File: config.mk
export PLATFORM = sky130hd
export DESIGN_NAME = btb_assoc
export DESIGN_NICKNAME = d
export VERILOG_FILES = /design/src/rtl/btb_assoc.sv
export SDC_FILE = /design/constraint.sdc
export NUM_CORES = 1
export LEC_CHECK = 0
export CORE_ASPECT_RATIO = 0.5
export CORE_MARGIN = 10
export CORE_UTILIZATION = 30
export CTS_CLUSTER_SIZE = 24
export DETAILED_ROUTE_END_ITERATION = 12
export PLACE_DENSITY = 0.46
export SETUP_SLACK_MARGIN = 0.2
export SYNTH_ARGS = -nofsm -noshare
export SYNTH_HDL_FRONTEND = slang
export SYNTH_SLANG_ARGS = --single-unit
File: constraint.sdc
create_clock -name clk -period 5.4 [get_ports clk]
set_input_delay 0.54 -clock clk [delete_from_list [all_inputs] [get_ports clk]]
set_output_delay 0.54 -clock clk [all_outputs]
set_load 0.005 [all_outputs]
File: src/rtl/btb_assoc.sv
// btb_assoc: set-associative branch target buffer with pseudo-LRU replacement and EX->IF forwarding.
// Optional build macro BTB_STATS_EN adds if_valid_i and the saturating lookup_cnt_o/hit_cnt_o counters.
module btb_assoc #(
  parameter int PC_W     = 64,
  parameter int NUM_SETS = 16,
  parameter int NUM_WAYS = 2,
  parameter int TAG_W    = 10,
  parameter int TGT_W    = 20,
  localparam int SEL_W   = $clog2(NUM_SETS),
  localparam int WAY_W   = (NUM_WAYS > 1) ? $clog2(NUM_WAYS) : 1
) (
  input  logic             clk,
  input  logic             rst,
  input  logic [PC_W-1:0]  if_pc_i,
  input  logic             ex_is_br_i,
  input  logic             ex_is_cond_i,
  input  logic             ex_is_taken_i,
  input  logic [PC_W-1:0]  ex_pc_i,
  input  logic [PC_W-1:0]  ex_br_target_i,
`ifdef BTB_STATS_EN
  input  logic             if_valid_i,
  output logic [31:0]      lookup_cnt_o,
  output logic [31:0]      hit_cnt_o,
`endif
  output logic             hit_o,
  output logic             is_cond_o,
  output logic [PC_W-1:0]  target_pc_o,
  output logic [WAY_W-1:0] hit_way_o
);

  logic [NUM_WAYS-1:0] valid_r [NUM_SETS];
  logic [2:0]          plru_r  [NUM_SETS];
  logic [TAG_W-1:0]    tag_r   [NUM_SETS][NUM_WAYS];
  logic [TGT_W-1:0]    tgt_r   [NUM_SETS][NUM_WAYS];
  logic                cond_r  [NUM_SETS][NUM_WAYS];

  logic [SEL_W-1:0] if_sel_s, ex_sel_s;
  logic [TAG_W-1:0] if_tag_s, ex_tag_s;
  logic             if_hit_s, ex_hit_s, ex_inv_s, fwd_s;
  logic [WAY_W-1:0] if_way_s, ex_hit_way_s, ex_inv_way_s, ex_way_s;
  logic             unused_s;

  // Tree bits point at the LRU side: bit0 = root (ways 0-1 vs 2-3), bit1 = ways 0/1, bit2 = ways 2/3.
  function automatic logic [2:0] plru_touch(input logic [2:0] cur, input logic [1:0] way);
    logic [2:0] nxt;
    nxt = cur;
    if (NUM_WAYS == 32'sd4) begin
      nxt[0] = ~way[1];
      if (way[1] == 1'b0) nxt[1] = ~way[0];
      else                nxt[2] = ~way[0];
    end else if (NUM_WAYS == 32'sd2) begin
      nxt[0] = ~way[0];
    end else begin
      nxt = cur;
    end
    return nxt;
  endfunction

  function automatic logic [1:0] plru_victim(input logic [2:0] cur);
    logic [1:0] v;
    if (NUM_WAYS == 32'sd4) begin
      v[1] = cur[0];
      v[0] = cur[0] ? cur[2] : cur[1];
    end else if (NUM_WAYS == 32'sd2) begin
      v = {1'b0, cur[0]};
    end else begin
      v = 2'd0;
    end
    return v;
  endfunction

  assign if_sel_s = if_pc_i[SEL_W+1:2];
  assign if_tag_s = if_pc_i[TAG_W+SEL_W+1:SEL_W+2];
  assign ex_sel_s = ex_pc_i[SEL_W+1:2];
  assign ex_tag_s = ex_pc_i[TAG_W+SEL_W+1:SEL_W+2];
  assign fwd_s    = ex_is_br_i && (ex_pc_i[TAG_W+SEL_W+1:2] == if_pc_i[TAG_W+SEL_W+1:2]);
  assign unused_s = ^{ex_br_target_i[PC_W-1:TGT_W+2], ex_br_target_i[1:0],
                      ex_pc_i[PC_W-1:TAG_W+SEL_W+2], ex_pc_i[1:0]};

  // IF lookup: descending scan so the lowest matching way wins.
  always_comb begin
    if_hit_s = 1'b0;
    if_way_s = '0;
    for (int w = NUM_WAYS - 32'sd1; w >= 32'sd0; w--) begin
      if_way_s = (valid_r[if_sel_s][w] && (tag_r[if_sel_s][w] == if_tag_s)) ? WAY_W'(w) : if_way_s;
      if_hit_s = if_hit_s | (valid_r[if_sel_s][w] && (tag_r[if_sel_s][w] == if_tag_s));
    end
  end

  // EX lookup and write-way choice: hit way, else lowest invalid way, else PLRU victim.
  always_comb begin
    ex_hit_s     = 1'b0;
    ex_hit_way_s = '0;
    ex_inv_s     = 1'b0;
    ex_inv_way_s = '0;
    for (int w = NUM_WAYS - 32'sd1; w >= 32'sd0; w--) begin
      ex_hit_way_s = (valid_r[ex_sel_s][w] && (tag_r[ex_sel_s][w] == ex_tag_s)) ? WAY_W'(w) : ex_hit_way_s;
      ex_hit_s     = ex_hit_s | (valid_r[ex_sel_s][w] && (tag_r[ex_sel_s][w] == ex_tag_s));
      ex_inv_way_s = (!valid_r[ex_sel_s][w]) ? WAY_W'(w) : ex_inv_way_s;
      ex_inv_s     = ex_inv_s | !valid_r[ex_sel_s][w];
    end
    ex_way_s = ex_hit_s ? ex_hit_way_s :
               (ex_inv_s ? ex_inv_way_s : WAY_W'(plru_victim(plru_r[ex_sel_s])));
  end

  // Valid bits and PLRU state; an update coinciding with reset is discarded.
  always_ff @(posedge clk or posedge rst) begin
    if (rst) begin
      for (int s = 0; s < NUM_SETS; s++) begin
        valid_r[s] <= '0;
        plru_r[s]  <= 3'd0;
      end
    end else if (ex_is_br_i && ex_is_taken_i) begin
      valid_r[ex_sel_s][ex_way_s] <= 1'b1;
      plru_r[ex_sel_s]            <= plru_touch(plru_r[ex_sel_s], 2'(ex_way_s));
    end else if (ex_is_br_i && ex_hit_s) begin
      valid_r[ex_sel_s][ex_hit_way_s] <= 1'b0;
    end
  end

  // Entry payload; contents are meaningless while the valid bit is clear.
  always_ff @(posedge clk) begin
    if (ex_is_br_i && ex_is_taken_i) begin
      tag_r[ex_sel_s][ex_way_s]  <= ex_tag_s;
      tgt_r[ex_sel_s][ex_way_s]  <= ex_br_target_i[TGT_W+1:2];
      cond_r[ex_sel_s][ex_way_s] <= ex_is_cond_i;
    end
  end

  // IF outputs: miss under reset, forwarded EX result on a same-PC update, else stored entry.
  always_comb begin
    hit_o       = 1'b0;
    is_cond_o   = 1'b0;
    hit_way_o   = '0;
    target_pc_o = if_pc_i + PC_W'(3'd4);
    if (rst) begin
      hit_o = 1'b0;
    end else if (fwd_s) begin
      if (ex_is_taken_i) begin
        hit_o       = 1'b1;
        is_cond_o   = ex_is_cond_i;
        hit_way_o   = ex_way_s;
        target_pc_o = {if_pc_i[PC_W-1:TGT_W+2], ex_br_target_i[TGT_W+1:2], 2'b00};
      end else begin
        hit_o = 1'b0;
      end
    end else if (if_hit_s) begin
      hit_o       = 1'b1;
      is_cond_o   = cond_r[if_sel_s][if_way_s];
      hit_way_o   = if_way_s;
      target_pc_o = {if_pc_i[PC_W-1:TGT_W+2], tgt_r[if_sel_s][if_way_s], 2'b00};
    end else begin
      hit_o = 1'b0;
    end
  end

`ifdef BTB_STATS_EN
  // Saturating lookup and hit counters.
  always_ff @(posedge clk or posedge rst) begin
    if (rst) begin
      lookup_cnt_o <= 32'd0;
      hit_cnt_o    <= 32'd0;
    end else begin
      if (if_valid_i && (lookup_cnt_o != 32'hFFFF_FFFF)) lookup_cnt_o <= lookup_cnt_o + 32'd1;
      else                                               lookup_cnt_o <= lookup_cnt_o;
      if (if_valid_i && hit_o && (hit_cnt_o != 32'hFFFF_FFFF)) hit_cnt_o <= hit_cnt_o + 32'd1;
      else                                                     hit_cnt_o <= hit_cnt_o;
    end
  end
`endif

endmodule

==> impl_table.tex, run 1 <==
\begin{tabular}{lr}
\hline
Metric & Value \\
\hline
\multicolumn{2}{l}{\textbf{Timing}} \\
\quad Final cycle utilization of the critical path & 92.7\% \\
\quad Worst hold slack across all endpoints & 0.391 ns \\
\quad Worst clock skew on the final layout & 0.0283 ns \\
\quad Transition time at the pin with the least slew margin & 1.21 ns \\
\quad Max\_slew headroom & 19.0\% \\
\quad Unrepaired setup endpoints after global routing & no \\
\quad Final critical path time including I/O delays and setup & 5.01 ns \\
\quad Final count of pins violating max slew & 0 \\
\quad Number of failing hold endpoints at the final stage & 0 \\
\quad Setup total negative slack & 0 ns \\
\quad Upper clock frequency limit & 0.200 GHz \\
\quad Number of failing setup endpoints in the final timing report & 0 \\
\multicolumn{2}{l}{\textbf{Final layout}} \\
\quad Final std cell area, no fill & 56000 µm² \\
\quad Non-filler cells, final & 4970 \\
\quad Area growth from synthesis to final layout & 21.4\% \\
\quad Final \#Nets & 3019 \\
\quad End-of-flow core utilization & 36.8\% \\
\quad Layout cell share with drive strength beyond 1 & 29.8\% \\
\multicolumn{2}{l}{\textbf{Place}} \\
\quad Final RePlAce weighted congestion & 0.851 \\
\quad \# port buffers & 169 \\
\quad Cell count after placement & 4769 \\
\quad Placed inst area & 52500 µm² \\
\quad Half-perimeter wire length after placement & 98200 µm \\
\multicolumn{2}{l}{\textbf{GRT}} \\
\quad Vias in the first global route & 26900 \\
\quad Overall global routing resource usage & 17.2\% \\
\quad First-pass GRT wire length & 213000 µm \\
\quad Largest net degree at the start of global routing & 100 \\
\quad Initial antenna violation count & 5 \\
\quad Sum of overflow across all layers after global routing & 0 \\
\multicolumn{2}{l}{\textbf{Setup path}} \\
\quad Count of buffering cells on the critical path with inverters included & 4 \\
\quad CP required & 4.86 ns \\
\quad Largest stage delay on the critical path & 0.60 ns \\
\quad Worst Path Max Fanout & 6 \\
\quad Number of cells on the critical path & 13 \\
\quad Setup CP Type & reg2out \\
\quad Kind of cell with the highest combined delay on the critical path & buffers and inverters \\
\quad Element type at the critical path end & output port \\
\quad Logic depth of the worst register-to-register path & 9 \\
\quad Slowest library cell on the worst path & sky130\_fd\_sc\_hd\_\_clkdlybuf4s50\_1 \\
\quad Startpoint type of the worst setup path & register \\
\quad Cells along the critical path & mux4\_2, mux2i\_1, xnor2\_1, nand4\_1, o21ai\_0, buf\_4, and4\_1, and2\_1, buf\_12, a222oi\_1, buf\_4, o21ai\_0, clkdlybuf4s50\_1 \\
\quad Worst endpoint data arrival time & 4.47 ns \\
\multicolumn{2}{l}{\textbf{Floorplan}} \\
\quad Chip Height & 297 µm \\
\quad Width of the chip & 574 µm \\
\quad Core Area & 152000 µm² \\
\quad Die Area & 171000 µm² \\
\quad I/O pin count & 264 \\
\quad Effective utilization at floorplan & 30.3\% \\
\quad Number of core rows & 101 \\
\multicolumn{2}{l}{\textbf{Power and ir drop}} \\
\quad Power per standard cell area & 322 nW/µm² \\
\quad Reported leakage power & 0.0181 µW \\
\quad Worst vdd rail ir drop & 0.000223 V \\
\multicolumn{2}{l}{\textbf{Synthesis}} \\
\quad Synthesized cell area & 46100 µm² \\
\quad Number of different library cells in the post-synthesis netlist & 71 \\
\quad Post-Syn Nets & 2637 \\
\quad Number of enable flip-flop cells after synthesis & 992 \\
\quad Synth Flop Type & sky130\_fd\_sc\_hd\_\_edfxtp\_1 \\
\quad Post-Syn Area per Cell & 18.9 µm² \\
\quad Total of flip-flops plus latches after synthesis & 1040 \\
\quad Share of synthesized area occupied by flip-flops and latches & 67.2\% \\
\quad Post-synthesis cell count & 2439 \\
\quad Share of synthesized registers carrying an async set or reset & 4.62\% \\
\quad Number of synthesis warnings & 0 \\
\multicolumn{2}{l}{\textbf{Job}} \\
\quad Maximum Capacitance Violations & 0 \\
\multicolumn{2}{l}{\textbf{CTS}} \\
\quad Hold-fix buffers, CTS & 0 \\
\quad Clk\_lat worst skew & 0.73 ns \\
\quad TritonCTS clock tree & built \\
\quad Master cell of the clock root buffer & sky130\_fd\_sc\_hd\_\_clkbuf\_16 \\
\quad Clock edge transition at the registers on the reported setup and hold paths & 0.07 ns \\
\quad Buffer depth of the longest clock path & 3 \\
\quad Clk sink count & 1040 \\
\quad Htree depth & 3 \\
\quad Total CTS buffers & 102 \\
\multicolumn{2}{l}{\textbf{Routing}} \\
\quad Wirelength, routed & 151000 µm \\
\quad Post-DR wirelength/cell & 30.4 µm \\
\quad Via density per instance & 5.29 \\
\quad \# DRC & 0 \\
\quad Count of vias placed by the detailed router & 26300 \\
\quad Detail Route Antenna Nets & 0 \\
\quad Length of the first detailed-routing pass in iterations & 5 \\
\quad Number of DRC violations after detailed-routing iteration 0 & 2554 \\
\multicolumn{2}{l}{\textbf{Worst hold path}} \\
\quad Min-delay worst type & in2reg \\
\quad Min-Delay Path Depth & 1 \\
\multicolumn{2}{l}{\textbf{Outcome}} \\
\quad Status & finished, final reports clean \\
\hline
\end{tabular}
[report_power, final]
part	internal [µW]	total [µW]	switching, µW
sequential	8990	9060	79.3
combinational	786	1760	974
clock	4010	7220	3210
total	13800	18000	4260
[synth_stat cells (all sizes together) (7+ instances only)]
cell     number  area share [%]
nand3        41            0.45
clkbuf       48            0.39
edfxtp      992              65
nor2b        13            0.18
o21ai        37            0.40
nor2         73            0.59
and2b        10            0.16
and3         16            0.22
a21o         13            0.21
nor3         24            0.26
mux4        380              19
nor4b        11            0.27
o211ai       17            0.28
buf         105             1.2
o31ai        15            0.24
nor4         11            0.15
or3           7           0.095
dfrtp        48             2.6
a211oi        9            0.15
mux2         19            0.46
a2bb2oi       7            0.13
mux2i        86             1.9
xnor2        53             1.0
a21oi        28            0.30
o22ai        23            0.31
and2         14            0.19
nand4        24            0.33
nand2b       25            0.34
nand2        96            0.78
or4          17            0.28
a22oi         7            0.11
xor2         64             1.2
inv          25            0.20
[placed cells by master (no fill, tap or decap), types with 37 or more instances in the layout]
master                            count
sky130_fd_sc_hd__buf_12              62
sky130_fd_sc_hd__buf_4              198
sky130_fd_sc_hd__clkbuf_16          104
sky130_fd_sc_hd__clkdlybuf4s50_1    158
sky130_fd_sc_hd__dfrtp_1             48
sky130_fd_sc_hd__edfxtp_1           992
sky130_fd_sc_hd__mux2i_1             84
sky130_fd_sc_hd__mux4_2             380
sky130_fd_sc_hd__nand2_1             94
sky130_fd_sc_hd__nand3_1             40
sky130_fd_sc_hd__nor2_1              60
sky130_fd_sc_hd__o21ai_0             37
sky130_fd_sc_hd__xnor2_1             53
sky130_fd_sc_hd__xor2_1              63
[sequential cells by signal, summed over array words and instances (netlist names)]
name	cells
cond_r	32
tag_r	320
valid_r	32
plru_r	16
tgt_r	640
[stage by stage]
stage | setup slack, ns | power (µW)
CTS | 0.190 | 18200
detailed placement | -0.184 | 11000
global placement | -0.204 | 11000
global route | 0.231 | 18700
floorplan | 0.305 | 10200
finish | 0.393 | 18000
[metal layers]
layer / GRT usage, % / vias to the layer above / part of all wire (%)
met4: 3.77 / 0 / 2.0
met2: 28.2 / 741 / 49
met3: 2.18 / 158 / 4.3
li1: - / 10900 / -
met5: 0 / - / 0
met1: 24.3 / 14400 / 45
[area by class of cell]
cell class              instances  area (µm²)
diodes                          2        5.00
flip-flops and latches       1040       31000
well taps                    2060        2580
multi-input cells            1218       14500
inverters                      28         105
clock inverters                62         646
fillers                     14100       96200
clock buffers                 129        2680
repair buffers                431        4480
[cells by family (layout without fill, tap and decap cells)]
family | count (synthesis) | after routing | synth area share [%]
other cells | 0 | 2 | 0
buf+inv | 181 | 650 | 1.82
compound gates | 204 | 204 | 3.03
simple gates | 411 | 411 | 4.80
xor+xnor | 117 | 117 | 2.22
fa+ha+maj | 1 | 1 | 0.0271
flops | 1040 | 1040 | 67.2
mux | 485 | 485 | 20.9
[path summary, 6_finish.rpt]
path	from	end	slack, ns
setup / recovery	tag_r[15][7]	target_pc_o[14]	0.39
hold / removal	ex_pc_i[8]	tag_r[7][2]	0.39
setup reg to reg	tag_r[0][14]	tgt_r[14][31]	0.72
hold reg to reg	plru_r[45]	plru_r[45]	0.50
max in group asynchronous	rst	plru_r[6]	4.18
min in group asynchronous	rst	valid_r[28]	0.66
[worst register-to-register path, cell delays in order, from the launching register on]
cell and delay [ns]:
sky130_fd_sc_hd__edfxtp_1 0.42, sky130_fd_sc_hd__mux4_2 0.49, sky130_fd_sc_hd__mux4_2 0.49, sky130_fd_sc_hd__xor2_1 0.22, sky130_fd_sc_hd__or4_4 0.56, sky130_fd_sc_hd__nor4b_4 0.37
sky130_fd_sc_hd__or2_4 0.22, sky130_fd_sc_hd__buf_4 0.44, sky130_fd_sc_hd__nor2b_4 0.87, sky130_fd_sc_hd__buf_12 0.29
[repair_timing]
item                                    CTS  global route
pin swaps                                 0             4
gates cloned                              0             1
endpoints found under the hold margin     0             0
resized for setup                         8            15
setup buffers                             0             7
endpoints found under the setup margin   56            41
No activity file was read; power rests on OpenSTA's default activity.
==> run 2: changes to the inputs <==
--- a/config.mk
+++ b/config.mk
@@ -5,12 +5,14 @@
 export SDC_FILE = /design/constraint.sdc
 export NUM_CORES = 1
 export LEC_CHECK = 0
+export CAP_MARGIN = 20
 export CORE_ASPECT_RATIO = 0.5
 export CORE_MARGIN = 10
 export CORE_UTILIZATION = 30
+export CTS_CLUSTER_DIAMETER = 40
 export CTS_CLUSTER_SIZE = 24
 export DETAILED_ROUTE_END_ITERATION = 12
-export PLACE_DENSITY = 0.46
+export PLACE_DENSITY = 0.45
 export SETUP_SLACK_MARGIN = 0.2
 export SYNTH_ARGS = -nofsm -noshare
 export SYNTH_HDL_FRONTEND = slang
==> impl_table.tex, run 2 (synthesized netlist as in run 1, its figures left out) <==
\begin{tabular}{lr}
\hline
Metric & Value \\
\hline
\multicolumn{2}{l}{\textbf{GRT}} \\
\quad Initial antenna violation count & 5 (unchanged) \\
\quad Overall global routing resource usage & 17.6\% (+0.43 points) \\
\quad Largest net degree at the start of global routing & 86 (-14\%) \\
\quad Highest-utilization routing layer at the global route stage & met2 \\
\quad Sum of overflow across all layers after global routing & 0 (unchanged) \\
\quad Vias in the first global route & 27200 (+1.3\%) \\
\quad Met2 usage & 28.0\% (-0.22 points) \\
\quad Met1 usage in global routing & 24.9\% (+0.53 points) \\
\quad Met3 Use GR & 2.74\% (+0.56 points) \\
\quad First-pass GRT wire length & 216000 µm (+1.4\%) \\
\multicolumn{2}{l}{\textbf{Worst hold path}} \\
\quad Worst Hold End & plru\_r[24] \\
\quad Launch instance of the worst min-delay path & plru\_r[24] \\
\quad Min-delay worst type & reg2reg \\
\quad Min-Delay Path Depth & 1 (unchanged) \\
\multicolumn{2}{l}{\textbf{CTS}} \\
\quad TritonCTS clock tree & built \\
\quad Total CTS buffers & 130 (+27\%) \\
\quad Clk sink count & 1040 (unchanged) \\
\quad Buffer depth of the longest clock path & 3 (unchanged) \\
\quad Htree depth & 4 (+1) \\
\quad Clock edge transition at the registers on the reported setup and hold paths & 0.06 ns (about the same) \\
\quad Clk\_lat worst skew & 0.76 ns (+0.03 ns) \\
\quad Master cell of the clock root buffer & sky130\_fd\_sc\_hd\_\_clkbuf\_16 \\
\quad Hold-fix buffers, CTS & 0 (unchanged) \\
\multicolumn{2}{l}{\textbf{Setup path}} \\
\quad Logic depth of the worst register-to-register path & 9 (unchanged) \\
\quad Largest stage delay on the critical path & 0.59 ns (about the same) \\
\quad Setup CP Type & reg2out \\
\quad Slowest library cell on the worst path & sky130\_fd\_sc\_hd\_\_clkdlybuf4s50\_1 \\
\quad Worst flop-to-flop path startpoint & tag\_r[7][14] \\
\quad Worst endpoint data arrival time & 4.54 ns (+0.07 ns) \\
\quad Startpoint type of the worst setup path & register \\
\quad Element type at the critical path end & output port \\
\quad Reg-to-reg setup timing slack & 0.94 ns (+0.22 ns) \\
\quad Cells along the critical path & mux4\_2, mux4\_2, nand2\_1, nand4\_1, buf\_4, nor3\_2, buf\_4, and4\_1, and2\_4, buf\_4, a222oi\_1, buf\_4, o21ai\_0, clkdlybuf4s50\_1 \\
\quad CP required & 4.86 ns (about the same) \\
\quad FF-to-FF End & tag\_r[0][15] \\
\quad Count of buffering cells on the critical path with inverters included & 5 (+1) \\
\quad Dominant cell type by count on the critical path & sky130\_fd\_sc\_hd\_\_buf\_4 \\
\quad Kind of cell with the highest combined delay on the critical path & buffers and inverters \\
\quad Worst Path Max Fanout & 3 (-3) \\
\multicolumn{2}{l}{\textbf{Routing}} \\
\quad Wirelength, routed & 155000 µm (+2.5\%) \\
\quad Count of vias placed by the detailed router & 26400 (+0.61\%) \\
\quad Detail Route Antenna Nets & 0 (unchanged) \\
\quad Post-DR wirelength/cell & 30.8 µm (+1.4\%) \\
\quad Number of DRC violations after detailed-routing iteration 0 & 2655 (+4.0\%) \\
\quad \# DRC & 0 (unchanged) \\
\quad Length of the first detailed-routing pass in iterations & 6 (+1) \\
\quad Via density per instance & 5.27 (-0.39\%) \\
\multicolumn{2}{l}{\textbf{Power and ir drop}} \\
\quad Power per standard cell area & 347 nW/µm² (+7.6\%) \\
\quad Worst vdd rail ir drop & 0.000306 V (+37\%) \\
\quad Reported leakage power & 0.0187 µW (+2.8\%) \\
\multicolumn{2}{l}{\textbf{Timing}} \\
\quad Final cycle utilization of the critical path & 94.0\% (+1.3 points) \\
\quad Setup total negative slack & 0 ns (unchanged) \\
\quad Final critical path time including I/O delays and setup & 5.08 ns (+0.0684 ns) \\
\quad Unrepaired setup endpoints after global routing & yes \\
\quad Final count of pins violating max slew & 0 (unchanged) \\
\quad Worst Setup Slack, final & 0.325 ns (-0.0684 ns) \\
\quad Worst clock skew on the final layout & 0.0310 ns (+0.00268 ns) \\
\quad Max\_slew headroom & 36.7\% (+18 points) \\
\quad Number of failing hold endpoints at the final stage & 0 (unchanged) \\
\quad Number of failing setup endpoints in the final timing report & 0 (unchanged) \\
\quad Upper clock frequency limit & 0.197 GHz (-1.3\%) \\
\quad Worst hold slack across all endpoints & 0.490 ns (+0.0988 ns) \\
\quad Transition time at the pin with the least slew margin & 0.950 ns (-0.262 ns) \\
\multicolumn{2}{l}{\textbf{Final layout}} \\
\quad Layout cell share with drive strength beyond 1 & 31.8\% (+2.1 points) \\
\quad Area growth from synthesis to final layout & 23.6\% \\
\quad Multi-input gate area in the final layout & 14500 µm² (about the same) \\
\quad Fill cell count & 14100 (+0.085\%) \\
\quad Registers with the most flip-flops & tgt\_r: 640 flops, tag\_r: 320 flops \\
\quad Most frequent cells in the layout & 992 x sky130\_fd\_sc\_hd\_\_edfxtp\_1, 380 x sky130\_fd\_sc\_hd\_\_mux4\_2, 210 x sky130\_fd\_sc\_hd\_\_buf\_4, 158 x sky130\_fd\_sc\_hd\_\_clkdlybuf4s50\_1, 136 x sky130\_fd\_sc\_hd\_\_clkbuf\_16 \\
\quad Leading cell type in the layout, fill and taps excluded & sky130\_fd\_sc\_hd\_\_edfxtp\_1 \\
\quad Reg area & 31000 µm² (unchanged) \\
\quad Final \#Nets & 3049 (+0.99\%) \\
\quad Top reg by flops & tgt\_r \\
\quad End-of-flow core utilization & 37.5\% (+0.68 points) \\
\quad Flip-flop count of the largest register, all copies and words added & 640 (unchanged) \\
\multicolumn{2}{l}{\textbf{Floorplan}} \\
\quad Die Area & 171000 µm² (unchanged) \\
\quad Core Area & 152000 µm² (unchanged) \\
\quad Number of core rows & 101 (unchanged) \\
\quad Effective utilization at floorplan & 30.3\% (unchanged) \\
\quad Width of the chip & 574 µm (unchanged) \\
\quad I/O pin count & 264 (unchanged) \\
\quad Chip Height & 297 µm (unchanged) \\
\multicolumn{2}{l}{\textbf{Place}} \\
\quad Post-place setup slack & 0.153 ns (+0.338 ns) \\
\quad \# port buffers & 169 (unchanged) \\
\quad Half-perimeter wire length after placement & 97100 µm (-1.1\%) \\
\quad Final RePlAce weighted congestion & 0.826 (-3.0\%) \\
\multicolumn{2}{l}{\textbf{Outcome}} \\
\quad Status & finished, final reports clean \\
\multicolumn{2}{l}{\textbf{Job}} \\
\quad Maximum Capacitance Violations & 0 (unchanged) \\
\hline
\end{tabular}
[run 2: how the worst max path moves through the flow]
stage	start	endpoint	slack, ns	cells after the start
5_1_grt	tag_r[11][12]	target_pc_o[57]	0.15	14
2_1_floorplan	ex_pc_i[2]	cond_r[14][1]	0.30	9
3_5_place_dp	if_pc_i[9]	target_pc_o[14]	0.15	14
3_3_place_gp	if_pc_i[9]	target_pc_o[14]	0.15	14
4_1_cts	tag_r[11][12]	target_pc_o[14]	0.23	13
6_report	tag_r[14][2]	target_pc_o[13]	0.32	14
[run 2: area by class of cell]
type	count	area share, %
Sequential cell	1040	54.4
Multi-Input combinational cell	1218	25.4
Timing Repair Buffer	433	7.69
Clock buffer	148	5.97
Tap cell	2060	4.52
Clock inverter	91	1.82
Inverter	28	0.184
Antenna cell	2	0.00878
[run 2: repair_timing]
item                       in CTS  in global routing
pin swaps                       0                  5
buffers inserted                0                  5
gates resized for setup         5                 21
setup endpoints to repair       7                 37
cloned                          0                  2
[run 2: metal layers]
layer	wire (µm)	vias up
li1	-	11000
met1	69900	14400
met2	72800	822
met3	7990	193
met4	3850	2
met5	7	-
[run 2: through the flow]
step / total power (µW) / area [µm²] / cells
floorplan: 10200 / 46100 / 2439
global placement: 11000 / 52300 / 4769
detailed placement: 11000 / 52300 / 4769
CTS: 20000 / 56800 / 5008
global route: 20400 / 57000 / 5019
finish: 19800 / 57000 / 5020
[run 2: power breakdown]
group / internal (µW) / total, µW / switching (µW)
clock network: 5310 / 8950 / 3640
registers: 8990 / 9060 / 77.7
logic: 786 / 1760 / 973
total: 15100 / 19800 / 4690
